<file path="src/rtl/sys_controller.sv">
// Sequencer for a weight-stationary systolic array. It preloads tile weights,
// swaps them into the array, streams input features and drains the array at the end of a job.
module sys_controller #(
  parameter int TILE_W       = 8,
  parameter int SYS_ROWS     = 8,
  parameter int SYS_COLS     = 8,
  parameter int DRAIN_CYCLES = SYS_ROWS + SYS_COLS - 1
) (
  input  logic              clk,
  input  logic              rst,
  input  logic              start,
  input  logic [TILE_W-1:0] num_tiles,
  input  logic              w_done,
  input  logic              if_done,
  output logic              w_buffer_read,
  output logic              if_buffer_read,
  output logic              clr_w,
  output logic              clr_if,
  output logic              switch,
  output logic              busy,
  output logic              done,
  output logic [TILE_W-1:0] tile_idx
);

  localparam int CNT_W = (DRAIN_CYCLES > 1) ? $clog2(DRAIN_CYCLES) : 1;

  typedef enum logic [2:0] {
    IDLE,
    W_PRELOAD,
    SWITCH,
    STREAM,
    WAIT_W,
    DRAIN,
    DONE
  } state_t;

  state_t            state, state_n;
  logic [TILE_W-1:0] tiles, tiles_n;
  logic [TILE_W-1:0] tile_n;
  logic              w_ready, w_ready_n;
  logic              first_sw, first_sw_n;
  logic [CNT_W-1:0]  cnt, cnt_n;
  logic              zero_job;
  logic              last_tile;
  logic              preload_n;

  assign last_tile = (tile_idx == tiles - 1'b1);

  always_comb begin
    state_n    = state;
    tiles_n    = tiles;
    tile_n     = tile_idx;
    w_ready_n  = w_ready;
    first_sw_n = first_sw;
    cnt_n      = cnt;
    zero_job   = 1'b0;
    case (state)
      IDLE: begin
        if (start) begin
          if (num_tiles != '0) begin
            tiles_n    = num_tiles;
            tile_n     = '0;
            first_sw_n = 1'b1;
            w_ready_n  = 1'b0;
            state_n    = W_PRELOAD;
          end else begin
            zero_job = 1'b1;
          end
        end
      end
      W_PRELOAD: begin
        if (w_done) state_n = SWITCH;
      end
      SWITCH: begin
        // The first swap of a job brings in tile 0, which tile_idx already holds
        w_ready_n  = 1'b0;
        first_sw_n = 1'b0;
        if (!first_sw) tile_n = tile_idx + 1'b1;
        state_n    = STREAM;
      end
      STREAM: begin
        if (w_done) w_ready_n = 1'b1;
        if (if_done) begin
          if (last_tile) begin
            cnt_n   = CNT_W'(DRAIN_CYCLES - 1);
            state_n = DRAIN;
          end else if (w_ready || w_done) begin
            state_n = SWITCH;
          end else begin
            state_n = WAIT_W;
          end
        end
      end
      WAIT_W: begin
        if (w_done) state_n = SWITCH;
      end
      DRAIN: begin
        if (cnt == '0) state_n = DONE;
        else           cnt_n   = cnt - 1'b1;
      end
      DONE: begin
        state_n = IDLE;
      end
      default: begin
        state_n = IDLE;
      end
    endcase
  end

  // Next tile's weights load while the current tile streams, until they are ready
  assign preload_n = (tile_n < tiles_n - 1'b1) && !w_ready_n;

  // Outputs are registered from the next-state values so they line up with the state
  always_ff @(posedge clk) begin
    if (!rst) begin
      state          <= IDLE;
      tiles          <= '0;
      tile_idx       <= '0;
      w_ready        <= 1'b0;
      first_sw       <= 1'b0;
      cnt            <= '0;
      w_buffer_read  <= 1'b0;
      if_buffer_read <= 1'b0;
      clr_w          <= 1'b1;
      clr_if         <= 1'b1;
      switch         <= 1'b0;
      busy           <= 1'b0;
      done           <= 1'b0;
    end else begin
      state          <= state_n;
      tiles          <= tiles_n;
      tile_idx       <= tile_n;
      w_ready        <= w_ready_n;
      first_sw       <= first_sw_n;
      cnt            <= cnt_n;
      w_buffer_read  <= (state_n == W_PRELOAD) || (state_n == WAIT_W) ||
                        ((state_n == STREAM) && preload_n);
      clr_w          <= !((state_n == W_PRELOAD) || (state_n == WAIT_W) ||
                          ((state_n == STREAM) && preload_n));
      if_buffer_read <= (state_n == STREAM);
      clr_if         <= (state_n != STREAM);
      switch         <= (state_n == SWITCH);
      busy           <= (state_n != IDLE);
      done           <= (state_n == DONE) || zero_job;
    end
  end

endmodule

</file>
<file path="config.mk">
export PLATFORM = sky130hd
export DESIGN_NAME = sys_controller
export DESIGN_NICKNAME = d
export VERILOG_FILES = /design/src/rtl/sys_controller.sv
export SDC_FILE = /design/constraint.sdc
export NUM_CORES = 1
export LEC_CHECK = 0
export ABC_AREA = 1
export CAP_MARGIN = 20
export CORE_MARGIN = 4
export CORE_UTILIZATION = 60
export DETAILED_ROUTE_END_ITERATION = 12
export PLACE_DENSITY = 0.9
export SYNTH_ARGS = -nofsm -noshare
export SYNTH_HDL_FRONTEND = slang
export SYNTH_SLANG_ARGS = --single-unit
</file>
<file path="constraint.sdc">
create_clock -name clk -period 6 [get_ports clk]
set_clock_uncertainty 0.05 [all_clocks]
set_input_delay 0.6 -clock clk [delete_from_list [all_inputs] [get_ports clk]]
set_output_delay 0.6 -clock clk [all_outputs]
set_load 0.1 [all_outputs]
</file>
Word level (Yosys, flattened, before mapping)
Index checks and enable logic that the tools add are counted.
Widths: inputs -> output; s select.
- flip-flop bits (word level): 32
- input port bits: 13
- output and inout port bits: 15
- word-level logic and storage cells: 81
- $add $sub $neg: 4
- $lt $le $gt $ge: 1
- equality and inequality tests: 17
- muxes and demuxes: 29
- reductions and logical operators: 17
- operators by type and width (operator ; count):
    $mux 8 ; 6
    $mux 3 ; 7
    $pmux 8 s2 ; 1
    $sub 8x1->8 const B ; 2
    $pmux 3 s5 ; 1
    $eq 3x2->1 const B ; 4
    $eq 3x3->1 const B ; 4
    $mux 4 ; 3
    $ne 2x2->1 const B ; 5
    $add 8x1->8 const B ; 1
    $eq 8x8->1 ; 1
    $lt 8x8->1 ; 1
    $mux 1 ; 8
    $pmux 4 s2 ; 1
    $reduce_bool 8->1 ; 1
    $eq 3x1->1 const B ; 2
    $logic_not 4->1 ; 1
    $logic_or 1x1->1 ; 4
    $reduce_and 4->1 ; 1
    $reduce_bool 2->1 ; 2
    $sub 4x1->4 const B ; 1
    $logic_not 3->1 ; 1
    $ne 3x2->1 const B ; 1
    $pmux 1 s3 ; 1
    other kinds (6) ; 8

Longest topological paths before layout
- word-level depth: 10
- depth in mapped cells: 20

Worst setup path before layout
Ideal clock, no wire load.
- kind: register to register
- from: register tile_idx[1]
- to: register clr_w
- library setup time: 0.113 ns
- data arrival time: 3.021 ns
- slack: 2.817 ns
- cell stages (with the launch flop): 17
- cells stage by stage: dfxtp_1 ha_1 inv_1 nor2_1 nand2_1 nor3_1 nand3_1 nand3_1 nand2_1 ha_1 a21o_1 a21oi_1 nand2_1 a21oi_1 nand2_1 nor2_1 nor2_1
- cells in the longest elaborated chain, start to end: 8
- elaborated cells between the ends (all ways): 18
- those cells by class: add/sub: 1; order compare: 1; eq/ne: 4; mux: 7; reduce/logical: 5
- ends and longest elaborated chain (what ; RTL line ; RTL):
    start: declaration ; 22 ; output logic [TILE_W-1:0] tile_idx
    start signal: assignment ; 132 ; tile_idx <= tile_n;
    $add 8x1->8 ; 78 ; if (!first_sw) tile_n = tile_idx + 1'b1;
    $mux 8 ; 78 ;
    $pmux 8 s2 ; 57 ; case (state)
    net tile_n[6] ; 39 ; logic [TILE_W-1:0] tile_n;
    $lt 8x8->1 ; 111 ; assign preload_n = (tile_n < tiles_n - 1'b1) && !w_ready_n;
    $logic_and 1x1->1 ; 111 ;
    $logic_and 1x1->1 ; 139 ; ((state_n == STREAM) && preload_n));
    $logic_or 1x1->1 ; 138 ; clr_w <= !((state_n == W_PRELOAD) || (state_n == WAIT_W) ||
    $logic_not 1->1 ; 138 ;
    end signal: assignment ; 138 ;
    end: declaration ; 17 ; output logic clr_w,
The timed path passes the listed nets, and every way through them passes these cells.
A chain may end at the register's enable or synchronous reset.

Worst setup path in the final report
- from: input num_tiles[2]
- to: register clr_w
- cells in the longest elaborated chain, start to end: 10
- elaborated cells between the ends (all ways): 24
- those cells by class: add/sub: 1; order compare: 1; eq/ne: 3; mux: 12; reduce/logical: 7
- ends and longest elaborated chain (what ; RTL line ; RTL):
    start: declaration ; 12 ; input logic [TILE_W-1:0] num_tiles,
    $reduce_bool 8->1 ; 60 ; if (num_tiles != '0) begin
    $mux 8 ; 60 ;
    $mux 8 ; 59 ; if (start) begin
    $mux 8 ; 57 ;
    $sub 8x1->8 ; 111 ;
    $lt 8x8->1 ; 111 ;
    $logic_and 1x1->1 ; 111 ;
    $logic_and 1x1->1 ; 139 ;
    $logic_or 1x1->1 (*) ; 138 ;
    $logic_not 1->1 (*) ; 138 ;
Every way passes the cells marked *; elsewhere a longest branch is shown, timed or not.

==> flow_summary.json <==
{
  "clockBufferDepth": 2,
  "yosysTopAreaCell": "dfxtp_1",
  "place_inst": 402,
  "p_sw_mw": 0.223,
  "row_count": 21,
  "switching_share": 0.397,
  "vias": 2184,
  "grt.overflow.total": 0,
  "post-cts-setup-buffers": 0,
  "crit-reg2reg-launch": "state[0]",
  "final_max_slew_viol_count": 0,
  "cts-root-buf": "clkbuf_4",
  "p_total_mw": 0.563,
  "place_ws_ps": 2410,
  "dr.pass1.iters": 4,
  "ys_top_cells_by_area": "dfxtp_1, nand2_1, nor2_1",
  "gp_congestion": 0.898,
  "rsz0062_at_grt": "false",
  "drt.antenna.violating_nets": 0,
  "timing.fmax_ghz": 0.303,
  "critPathLaunchType": "input port",
  "synthesis.area_sq_um": 2160,
  "wl_mm": 5.06,
  "synth.avg_cell_area_sq_um": 6.54,
  "start_util": 0.633,
  "cts_made_buffers": 5,
  "finalSetupViolCount": 0,
  "fin_crit_sh": 0.550,
  "boundaryPins": 28,
  "worst_slack_ps": 2700,
  "avgRoutedWirePerCell_microns": 12.4,
  "power-per-cell-area_nw_per_um2": 223,
  "hold_start": "cnt[1]",
  "worstPathMaxFanout": 4,
  "vias_per_cell": 5.34,
  "syn_inst": 331,
  "synthFlopType": "dfxtp_1",
  "yosysSeqAreaShare": 0.296,
  "internal_power_mw": 0.340,
  "cts_tree": "yes",
  "worstSetupEndpointType": "flip-flop",
  "tightest_slew_ps": 976,
  "num-nets-final": 386,
  "leakagePower_nw": 1.21,
  "relSlewSlack": 0.347,
  "yosys_register_bits": 32,
  "cp_data_required_time_ps": 6180,
  "cts_sinks": 32,
  "hp-class": "reg -> reg",
  "dieArea_sq_um": 4630,
  "drive_gt1_frac": 0.0882,
  "combPwrFrac": 0.382,
  "yosys.area.top_type_share": 0.296,
  "core_area_sq_um": 3420,
  "synth_edf_count": 0,
  "path_clk_slew_ps": 100,
  "yosys.cell_types.count": 33,
  "critPathKind": "in -> reg",
  "ys.warnings.count": 0,
  "final.setup.tns_ps": 0,
  "fin_crit_ps": 3300,
  "crit_start": "num_tiles[2]",
  "status": "finished, final reports clean",
  "grt_first_pass_wirelength_mm": 8.72,
  "hpwl_mm": 4.04,
  "postCtsHoldBufs": 0,
  "vdd_ir_drop_max_mv": 0.178,
  "syn2layout_area_growth_pct": 16.9,
  "route.detailed.drc": 0,
  "antenna_found_initial": 0,
  "grtUsageTotal": 0.248,
  "drtIter0Drc": 151,
  "ctsResizeCount": 0,
  "fp.dieW_microns": 68.0,
  "die_h_microns": 68.0,
  "finalHoldViolCount": 0,
  "ys_async_sr_fraction": 0,
  "synth_nets": 354,
  "diodes": 0,
  "cap_violations": 0,
  "seq_power_share": 0.421,
  "cts.htree.levels": 2,
  "io_buffer_count": 27,
  "grt_pass1_vias": 2028,
  "cp.arrival_ps": 3480,
  "finalNonFillerCells": 409,
  "clkLatencyLatePin_ps": 330,
  "grt_max_degree": 27,
  "p_clk_frac": 0.196
}
==> power groups by stage <==
stage | logic [mW] | clock network (mW) | registers (mW)
2_1_floorplan | 0.126 | 0 | 0.281
3_3_place_gp | 0.209 | 0 | 0.242
3_5_place_dp | 0.214 | 0 | 0.242
4_1_cts | 0.215 | 0.114 | 0.237
5_1_grt | 0.239 | 0.123 | 0.239
6_report | 0.215 | 0.111 | 0.237
==> worst max-delay path, cell delays in order <==
cell and delay [ps]:
clkdlybuf4s50_1 460, nor2_1 160, nand2_2 100, nor2_2 220
nor2_4 80, o21ai_1 260, inv_2 60, nand4_1 110
nor2_2 60, nand2_2 90, nor2_2 40, xor2_1 140
ha_1 330, nand4_1 110, nand2_1 60, a21oi_1 110
nand2_1 70, a21oi_1 170, nand2_1 80, nor2_1 100
nor2_1 50
==> state kept, by name, indices dropped and copies added, names as in the netlist <==
name	flops
busy	1
switch	1
clr_w	1
tiles	8
w_ready	1
clr_if	1
w_buffer_read	1
state	3
done	1
cnt	4
if_buffer_read	1
tile_idx	8
first_sw	1
==> kinds of logic after synthesis <==
logic type,count (synthesis),share of synthesized area
XOR/XNOR,10,0.0405
AND/OR/NAND/NOR,178,0.355
buffers and inverters,51,0.0943
AO/OA/AOI/OAI,50,0.157
adder cells (fa/ha/maj),10,0.0578
flip-flops,32,0.296
==> path summary, 6_finish.rpt <==
| check | end | slack, ps | cells past startpoint |
|---|---|---|---|
| setup / recovery | clr_w | 2700 | 21 |
| hold / removal | cnt[1] | 440 | 2 |
| setup reg to reg | clr_w | 3010 | 19 |
| hold reg to reg | cnt[1] | 440 | 2 |
==> synthesized netlist by cell type (2+ instances only) <==
cell,instances
a21oi_1,21
a22oi_1,2
a22oi_4,2
clkbuf_1,2
dfxtp_1,32
ha_1,10
inv_1,39
inv_2,8
nand2_1,88
nand2_2,3
nand3_1,20
nand4_1,5
nor2_1,47
nor2_2,5
nor2_4,2
nor3_1,5
o211ai_1,3
o21ai_0,4
o21ai_1,10
o21ai_4,2
xnor2_1,3
xor2_1,7
==> placed cells by master (no fill, tap or decap), drive strengths merged <==
cell / count
a21boi: 2
nand3: 21
o211a: 1
o211ai: 3
a21o: 1
xnor2: 3
dfxtp: 32
o21bai: 1
ha: 10
nand4: 5
nand2: 91
xor2: 7
nor3b: 1
a21oi: 21
a22oi: 4
clkdlybuf4s50: 27
or2: 1
nor2: 54
clkbuf: 6
clkinv: 3
nor3: 5
a211oi: 1
o21ai: 16
inv: 47
==> cell type report <==
type	instances	area [sq um]
Tap cell	46	57.6
Fill cell	288	886
Clock inverter	1	5.00
Multi-Input combinational cell	248	1320
Inverter	49	196
Timing Repair Buffer	27	270
Sequential cell	32	641
Clock buffer	6	41.3
==> stage by stage <==
step | hold slack, ps | cell area, sq um | utilization
after floorplan | 398 | 2160 | -
after global placement | 412 | 2480 | 0.727
after detailed placement | 426 | 2480 | 0.727
after CTS | 439 | 2530 | 0.741
after global routing | 461 | 2530 | 0.741
final | 439 | 2530 | 0.741
==> layer usage <==
| layer | vias to the layer above | GRT usage | wire, microns |
|---|---|---|---|
| met4 | 0 | 0.0893 | 88 |
| met3 | 12 | 0.0558 | 219 |
| met2 | 58 | 0.395 | 2330 |
| met1 | 993 | 0.327 | 2420 |
| li1 | 1121 | - | - |
| met5 | - | 0 | 0 |
Power figures use the tool's default switching activity.
